### src/rtl/vga_timing_core.sv
// vga_timing_core: parametrised VGA raster timing generator with a latency-
// compensated request/response pixel stage and 8-bit DAC channel expansion.
module vga_timing_core #(
    parameter int H_ACTIVE = 640,
    parameter int H_FRONT  = 16,
    parameter int H_PULSE  = 96,
    parameter int H_BACK   = 48,
    parameter int V_ACTIVE = 480,
    parameter int V_FRONT  = 10,
    parameter int V_PULSE  = 2,
    parameter int V_BACK   = 33,
    parameter int HS_POL   = 0,
    parameter int VS_POL   = 0,
    parameter int R_BITS   = 3,
    parameter int G_BITS   = 3,
    parameter int B_BITS   = 2,
    parameter int LAT      = 1
) (
    input  logic                              clock,
    input  logic                              reset,
    input  logic                              clk_en,
    input  logic [R_BITS+G_BITS+B_BITS-1:0]   color_in,
    output logic                              req_valid,
    output logic [11:0]                       req_x,
    output logic [11:0]                       req_y,
    output logic                              line_start,
    output logic                              frame_start,
    output logic [15:0]                       frame_count,
    output logic                              hsync,
    output logic                              vsync,
    output logic                              de,
    output logic [7:0]                        red,
    output logic [7:0]                        green,
    output logic [7:0]                        blue,
    output logic                              blank_n,
    output logic                              sync_n,
    output logic                              clk
);

    localparam int CW      = R_BITS + G_BITS + B_BITS;
    localparam int H_TOTAL = H_ACTIVE + H_FRONT + H_PULSE + H_BACK;
    localparam int V_TOTAL = V_ACTIVE + V_FRONT + V_PULSE + V_BACK;

    localparam logic [11:0] H_ACT  = 12'(H_ACTIVE);
    localparam logic [11:0] HS_BEG = 12'(H_ACTIVE + H_FRONT);
    localparam logic [11:0] HS_END = 12'(H_ACTIVE + H_FRONT + H_PULSE);
    localparam logic [11:0] H_LAST = 12'(H_TOTAL - 1);
    localparam logic [11:0] V_ACT  = 12'(V_ACTIVE);
    localparam logic [11:0] VS_BEG = 12'(V_ACTIVE + V_FRONT);
    localparam logic [11:0] VS_END = 12'(V_ACTIVE + V_FRONT + V_PULSE);
    localparam logic [11:0] V_LAST = 12'(V_TOTAL - 1);
    localparam logic        HS_ON  = 1'(HS_POL);
    localparam logic        VS_ON  = 1'(VS_POL);

    // Replicate an n-bit value (held in c[n-1:0]) MSB-first across 8 bits.
    function automatic logic [7:0] expand(input logic [7:0] c, input int n);
        logic [7:0] o;
        o = '0;
        for (int i = 0; i < 8; i++) begin
            o[3'(7 - i)] = c[3'(n - 1 - (i % n))];
        end
        return o;
    endfunction

    logic [11:0]     r_h_cnt;
    logic [11:0]     r_v_cnt;
    logic [15:0]     r_frame_count;
    logic [LAT-1:0]  r_vis_d;
    logic [LAT-1:0]  r_hs_d;
    logic [LAT-1:0]  r_vs_d;
    logic            r_hsync;
    logic            r_vsync;
    logic            r_de;
    logic [7:0]      r_red;
    logic [7:0]      r_green;
    logic [7:0]      r_blue;

    logic            w_h_last;
    logic            w_v_last;
    logic            w_visible;
    logic            w_hs_act;
    logic            w_vs_act;
    logic [LAT:0]    w_vis_shift;
    logic [LAT:0]    w_hs_shift;
    logic [LAT:0]    w_vs_shift;
    logic [R_BITS-1:0] w_r_in;
    logic [G_BITS-1:0] w_g_in;
    logic [B_BITS-1:0] w_b_in;

    assign w_h_last  = (r_h_cnt == H_LAST);
    assign w_v_last  = (r_v_cnt == V_LAST);
    assign w_visible = (r_h_cnt < H_ACT) && (r_v_cnt < V_ACT);
    assign w_hs_act  = (r_h_cnt >= HS_BEG) && (r_h_cnt < HS_END);
    assign w_vs_act  = (r_v_cnt >= VS_BEG) && (r_v_cnt < VS_END);

    // Each delay line shifts in the current decode at bit 0; bit LAT-1 is the
    // decode from LAT enabled cycles ago, lining up with the returned colour.
    assign w_vis_shift = {r_vis_d, w_visible};
    assign w_hs_shift  = {r_hs_d, w_hs_act};
    assign w_vs_shift  = {r_vs_d, w_vs_act};

    assign w_r_in = color_in[CW-1 -: R_BITS];
    assign w_g_in = color_in[G_BITS+B_BITS-1 -: G_BITS];
    assign w_b_in = color_in[B_BITS-1:0];

    // Request side: req_valid marks a visible counter position; the renderer
    // must present that pixel's colour on color_in exactly LAT enabled cycles
    // later. There is no back-pressure: every request is consumed.
    assign req_valid   = w_visible;
    assign req_x       = w_visible ? r_h_cnt : 12'd0;
    assign req_y       = w_visible ? r_v_cnt : 12'd0;
    assign line_start  = clk_en && (r_h_cnt == 12'd0);
    assign frame_start = clk_en && (r_h_cnt == 12'd0) && (r_v_cnt == 12'd0);
    assign frame_count = r_frame_count;
    assign hsync       = r_hsync;
    assign vsync       = r_vsync;
    assign de          = r_de;
    assign red         = r_red;
    assign green       = r_green;
    assign blue        = r_blue;
    assign blank_n     = r_de;
    assign sync_n      = 1'b0;
    assign clk         = clock;

    // Raster counters and completed-frame counter.
    always_ff @(posedge clock) begin
        if (reset) begin
            r_h_cnt       <= 12'd0;
            r_v_cnt       <= 12'd0;
            r_frame_count <= 16'd0;
        end else if (clk_en) begin
            if (w_h_last) begin
                r_h_cnt <= 12'd0;
                r_v_cnt <= w_v_last ? 12'd0 : r_v_cnt + 12'd1;
                if (w_v_last) begin
                    r_frame_count <= r_frame_count + 16'd1;
                end
            end else begin
                r_h_cnt <= r_h_cnt + 12'd1;
            end
        end
    end

    // Latency delay lines and the output register that pairs them with color_in.
    always_ff @(posedge clock) begin
        if (reset) begin
            r_vis_d <= '0;
            r_hs_d  <= '0;
            r_vs_d  <= '0;
            r_hsync <= ~HS_ON;
            r_vsync <= ~VS_ON;
            r_de    <= 1'b0;
            r_red   <= 8'd0;
            r_green <= 8'd0;
            r_blue  <= 8'd0;
        end else if (clk_en) begin
            r_vis_d <= w_vis_shift[LAT-1:0];
            r_hs_d  <= w_hs_shift[LAT-1:0];
            r_vs_d  <= w_vs_shift[LAT-1:0];
            r_hsync <= r_hs_d[LAT-1] ? HS_ON : ~HS_ON;
            r_vsync <= r_vs_d[LAT-1] ? VS_ON : ~VS_ON;
            r_de    <= r_vis_d[LAT-1];
            r_red   <= r_vis_d[LAT-1] ? expand(8'(w_r_in), R_BITS) : 8'd0;
            r_green <= r_vis_d[LAT-1] ? expand(8'(w_g_in), G_BITS) : 8'd0;
            r_blue  <= r_vis_d[LAT-1] ? expand(8'(w_b_in), B_BITS) : 8'd0;
        end
    end

endmodule

### config.mk
export PLATFORM = sky130hd
export DESIGN_NAME = vga_timing_core
export DESIGN_NICKNAME = d
export VERILOG_FILES = /design/src/rtl/vga_timing_core.sv
export SDC_FILE = /design/constraint.sdc
export NUM_CORES = 1
export LEC_CHECK = 0
export ABC_AREA = 1
export CAP_MARGIN = 30
export CORE_AREA = 2 2 92 94
export DETAILED_ROUTE_END_ITERATION = 7
export DIE_AREA = 0 0 94 96
export GPL_ROUTABILITY_DRIVEN = 1
export PLACE_DENSITY = 0.67
export SLEW_MARGIN = 25
export SYNTH_ARGS = -nofsm -noshare
export SYNTH_HDL_FRONTEND = slang
export SYNTH_SLANG_ARGS = --single-unit
### constraint.sdc
create_clock -name clock -period 2.2 [get_ports clock]
set_input_delay 0.44 -clock clock [delete_from_list [all_inputs] [get_ports clock]]
set_output_delay 0.44 -clock clock [all_outputs]
set_load 0.01 [all_outputs]
* Yosys cells after proc, flatten, opt, wreduce, memory -nomap -nowiden
Cells that the tools add are included.
** Storage, ports and cells
- Register bits after elaboration :: 70
- Bits in latches :: 0
- Bits in writable memories :: 0
- Bits in read-only memories :: 0
- Word-level logic and storage cells :: 41
- Memories kept :: 0
** Operators by class
- Add/subtract/negate cells :: 3
- Multipliers :: 0
- Divide/modulo/power cells :: 0
- Magnitude comparators :: 6
- Equal/unequal tests :: 2
- Shift-type cells :: 0
- Multiplexer cells :: 9
- Bitwise operators :: 0
- Reductions and logical operators :: 9
** Operators with widths (count)
- $mux W12 :: 4
- $add A12 B1 Y12 const B :: 2
- $eq A12 B10 Y1 const B :: 2
- $logic_not A12 Y1 :: 2
- $lt A12 B10 Y1 const B :: 2
- $lt A12 B9 Y1 const B :: 2
- $add A16 B1 Y16 const B :: 1
- $ge A12 B10 Y1 const B :: 1
- $ge A12 B9 Y1 const B :: 1
- $mux W4 :: 3
- $logic_and A1 B1 Y1 :: 5
- $reduce_and A3 Y1 :: 1
- $mux W1 :: 2
- $reduce_and A2 Y1 :: 1

* Logic depth before layout (Yosys ltp)
- Depth after elaboration :: 3
- Mapped depth :: 11

==> metrics <==
run status=finished, violations left; violated checks=setup timing; Post-Syn Area=3125 um2; antenna violations before repair=0; max incr delay on CP=390 ps; Detailed Route WL=8.217 mm; Slowest-stage cell, CP=dfxtp_1; clk_skew=10.91 ps; CTS tree=yes; Setup TNS Final=-363.5 ps; CP Capture Type=output port; fin util=0.5329; final hold vios=0; most common cell in the netlist=nand2_1; Congestion Overflow GR=0; met1 GRT Util=0.2109; grt met3 use=0.03446; Min Hold Slack=438.3 ps; routed wire length per instance=12.00 um; Setup WS pre-CTS=-78.11 ps; top cells by area, synth=dfxtp_1 35%, nand2_1 13%, nor2_1 11%; first-pass GRT wire length=13.19 mm; cell type with the highest aggregate area in the netlist=dfxtp_1; Total Die Area=9024 um2; Cells after Synth=485; sequential-to-total area share from yosys stat=0.3459; Leak=1.798 nW; Die Height=96 um; Synth Area in Simple Gates=0.3839; crit path cell chain=nand2_2 > nor2_2 > nand2_1 > nand2_2 > nor3_4 > o21ai_2 > buf_6 > buf_12 > nor2_2 > buf_2; Post-Layout Cell Count=685; post-synth top area share=0.3459; vias post-DR=3288; Worst IR Drop VDD=0.4179 mV; # diodes=0; Main synth FF type=dfxtp_1; Port-buffer cells=65; Synth Area in Compound Gates=0.08247; First DRT Iteration DRCs=148; HPWL after DPL=6.047 mm; Post-Synth XOR/XNOR Area=0.01962; cell count after placement=662; Synth top cells by count=108 x nand2_1, 89 x nor2_1, 55 x inv_1, 54 x dfxtp_1, 36 x a21oi_1; final net count=595; Synth Area in Adders=0.02002; Tot GR Track Use=0.1816; post-route ant nets=0; Clk Latency, worst-skew pair=420 ps; number of global-route vias before repair=3029; Core Area=8051 um2; Yosys reg bits=54; maximum operating frequency=443.5 MHz; mux share of post-synthesis cell area=0; crit path DAT=1810 ps; final setup margin=-54.66 ps; Cell Pwr Density=448.9 nW/um2; layout cells sized above 1=0.2155; largest net degree at the start of global routing=27; drt via density=4.800; Initial Util=0.3882; minimum clock period=2255 ps; GR Util met2=0.3333; period utilization=1.025; Unique masters post-synth=29; RSZ-0062 raised after global routing=true; DRC=0; Final Setup Violations=10; IO Pins=84; synth warn=0; Max FO, Critical Path=6; Hold Path Class=flip-flop to flip-flop; worst setup path category=flip-flop to output port; Synth-to-Final Area Change=37.27%; Post-DP Area=3954 um2; Critical Path RT=1760 ps; asr flop ratio synth=0; Post-Syn Area per Cell=6.444 um2; cell area after layout=4290 um2; GP Congestion=0.8950; Die X=94 um; global route hottest layer=met2; startpoint types=flip-flop; Post-synth EDFFs=0; Detailed Routing Iterations Pass 1=4; pins over their slew limit=0; Site Rows=33; Total Power=1.926 mW; largest family of logic cells by synthesized area=simple AND/OR/NAND/NOR gates; clock slew at reported path FFs=100 ps; MaxCap Viol Count=0
==> path summary, 6_finish.rpt <==
check / startpoint / endpoint / slack [ps] / cells after the start
max: r_v_cnt[8] / req_x[6] / -50 / 10
min: r_vs_d / vsync / 440 / 1
max reg2reg: r_h_cnt[1] / frame_count[4] / 580 / 9
min reg2reg: r_vs_d / vsync / 440 / 1
==> registers in the layout (all words and copies together) (netlist names) <==
| signal | cells |
|---|---|
| frame_count | 16 |
| r_h_cnt | 12 |
| r_v_cnt | 12 |
| green | 3 |
| red | 3 |
| blue | 2 |
| blank_n | 1 |
| hsync | 1 |
| r_hs_d | 1 |
| r_vis_d | 1 |
| r_vs_d | 1 |
| vsync | 1 |
==> cell type report <==
cell class                      instances  area (um2)
Multi-Input combinational cell        354        1774
Timing Repair Buffer                  103       932.1
Sequential cell                        54        1090
Clock buffer                           10       132.6
Fill cell                             790        3761
Clock inverter                          2       16.27
Tap cell                              105       131.4
Inverter                               57       214.0
==> worst max-delay path, delay by kind of cell (launching register included) <==
kind	cells	cell delay [ps]
AND/OR/NAND/NOR	6	510
AO/OA/AOI/OAI	1	70
buffers and inverters	3	430
flip-flops	1	390
==> kinds of logic after synthesis <==
logic type / after synthesis
xor+xnor: 7
fa+ha+maj: 5
flops: 54
compound gates: 51
simple gates: 273
other cells: 1
buf+inv: 94
==> what timing repair did <==
action	CTS	global route
pin swaps	5	10
cloned	1	0
hold buffers	0	0
endpoints found under the setup margin	23	22
hold endpoints to repair	0	0
buffers inserted	7	7
resized for setup	107	43
==> report_power, final <==
part,leakage (nW),internal (mW),switching [mW]
Clock,0.0746,0.393,0.388
Sequential,0.440,0.989,0.0118
Combinational,1.28,0.0631,0.0807
==> layer usage <==
layer / vias up / part of all wire
met5: - / 0
met4: 0 / 0.015
met3: 14 / 0.048
met2: 94 / 0.50
met1: 1505 / 0.43
li1: 1675 / -
==> cells in the final DEF, fill, tap and decap left out, types with 2 or more instances in the layout <==
master | netlist | routed
dfxtp_2 | 0 | 7
inv_2 | 2 | 9
buf_2 | 4 | 14
a21oi_1 | 36 | 36
nor3_2 | 1 | 3
buf_12 | 0 | 3
buf_6 | 1 | 9
ha_1 | 5 | 5
xnor2_1 | 2 | 2
nor3b_1 | 3 | 3
nand4_1 | 11 | 11
nor3_1 | 11 | 8
inv_1 | 55 | 48
dfxtp_1 | 54 | 47
xor2_1 | 5 | 5
conb_1 | 1 | 18
nand3_1 | 35 | 35
nor2_1 | 89 | 75
clkdlybuf4s50_1 | 0 | 42
nand2_1 | 108 | 104
nand2_4 | 1 | 3
buf_4 | 25 | 33
nand2_2 | 4 | 6
nand3_2 | 2 | 2
nor2_4 | 3 | 12
nor2_2 | 3 | 8
o21ai_0 | 14 | 13
clkbuf_8 | 0 | 9
Power figures use the tool's default switching activity.
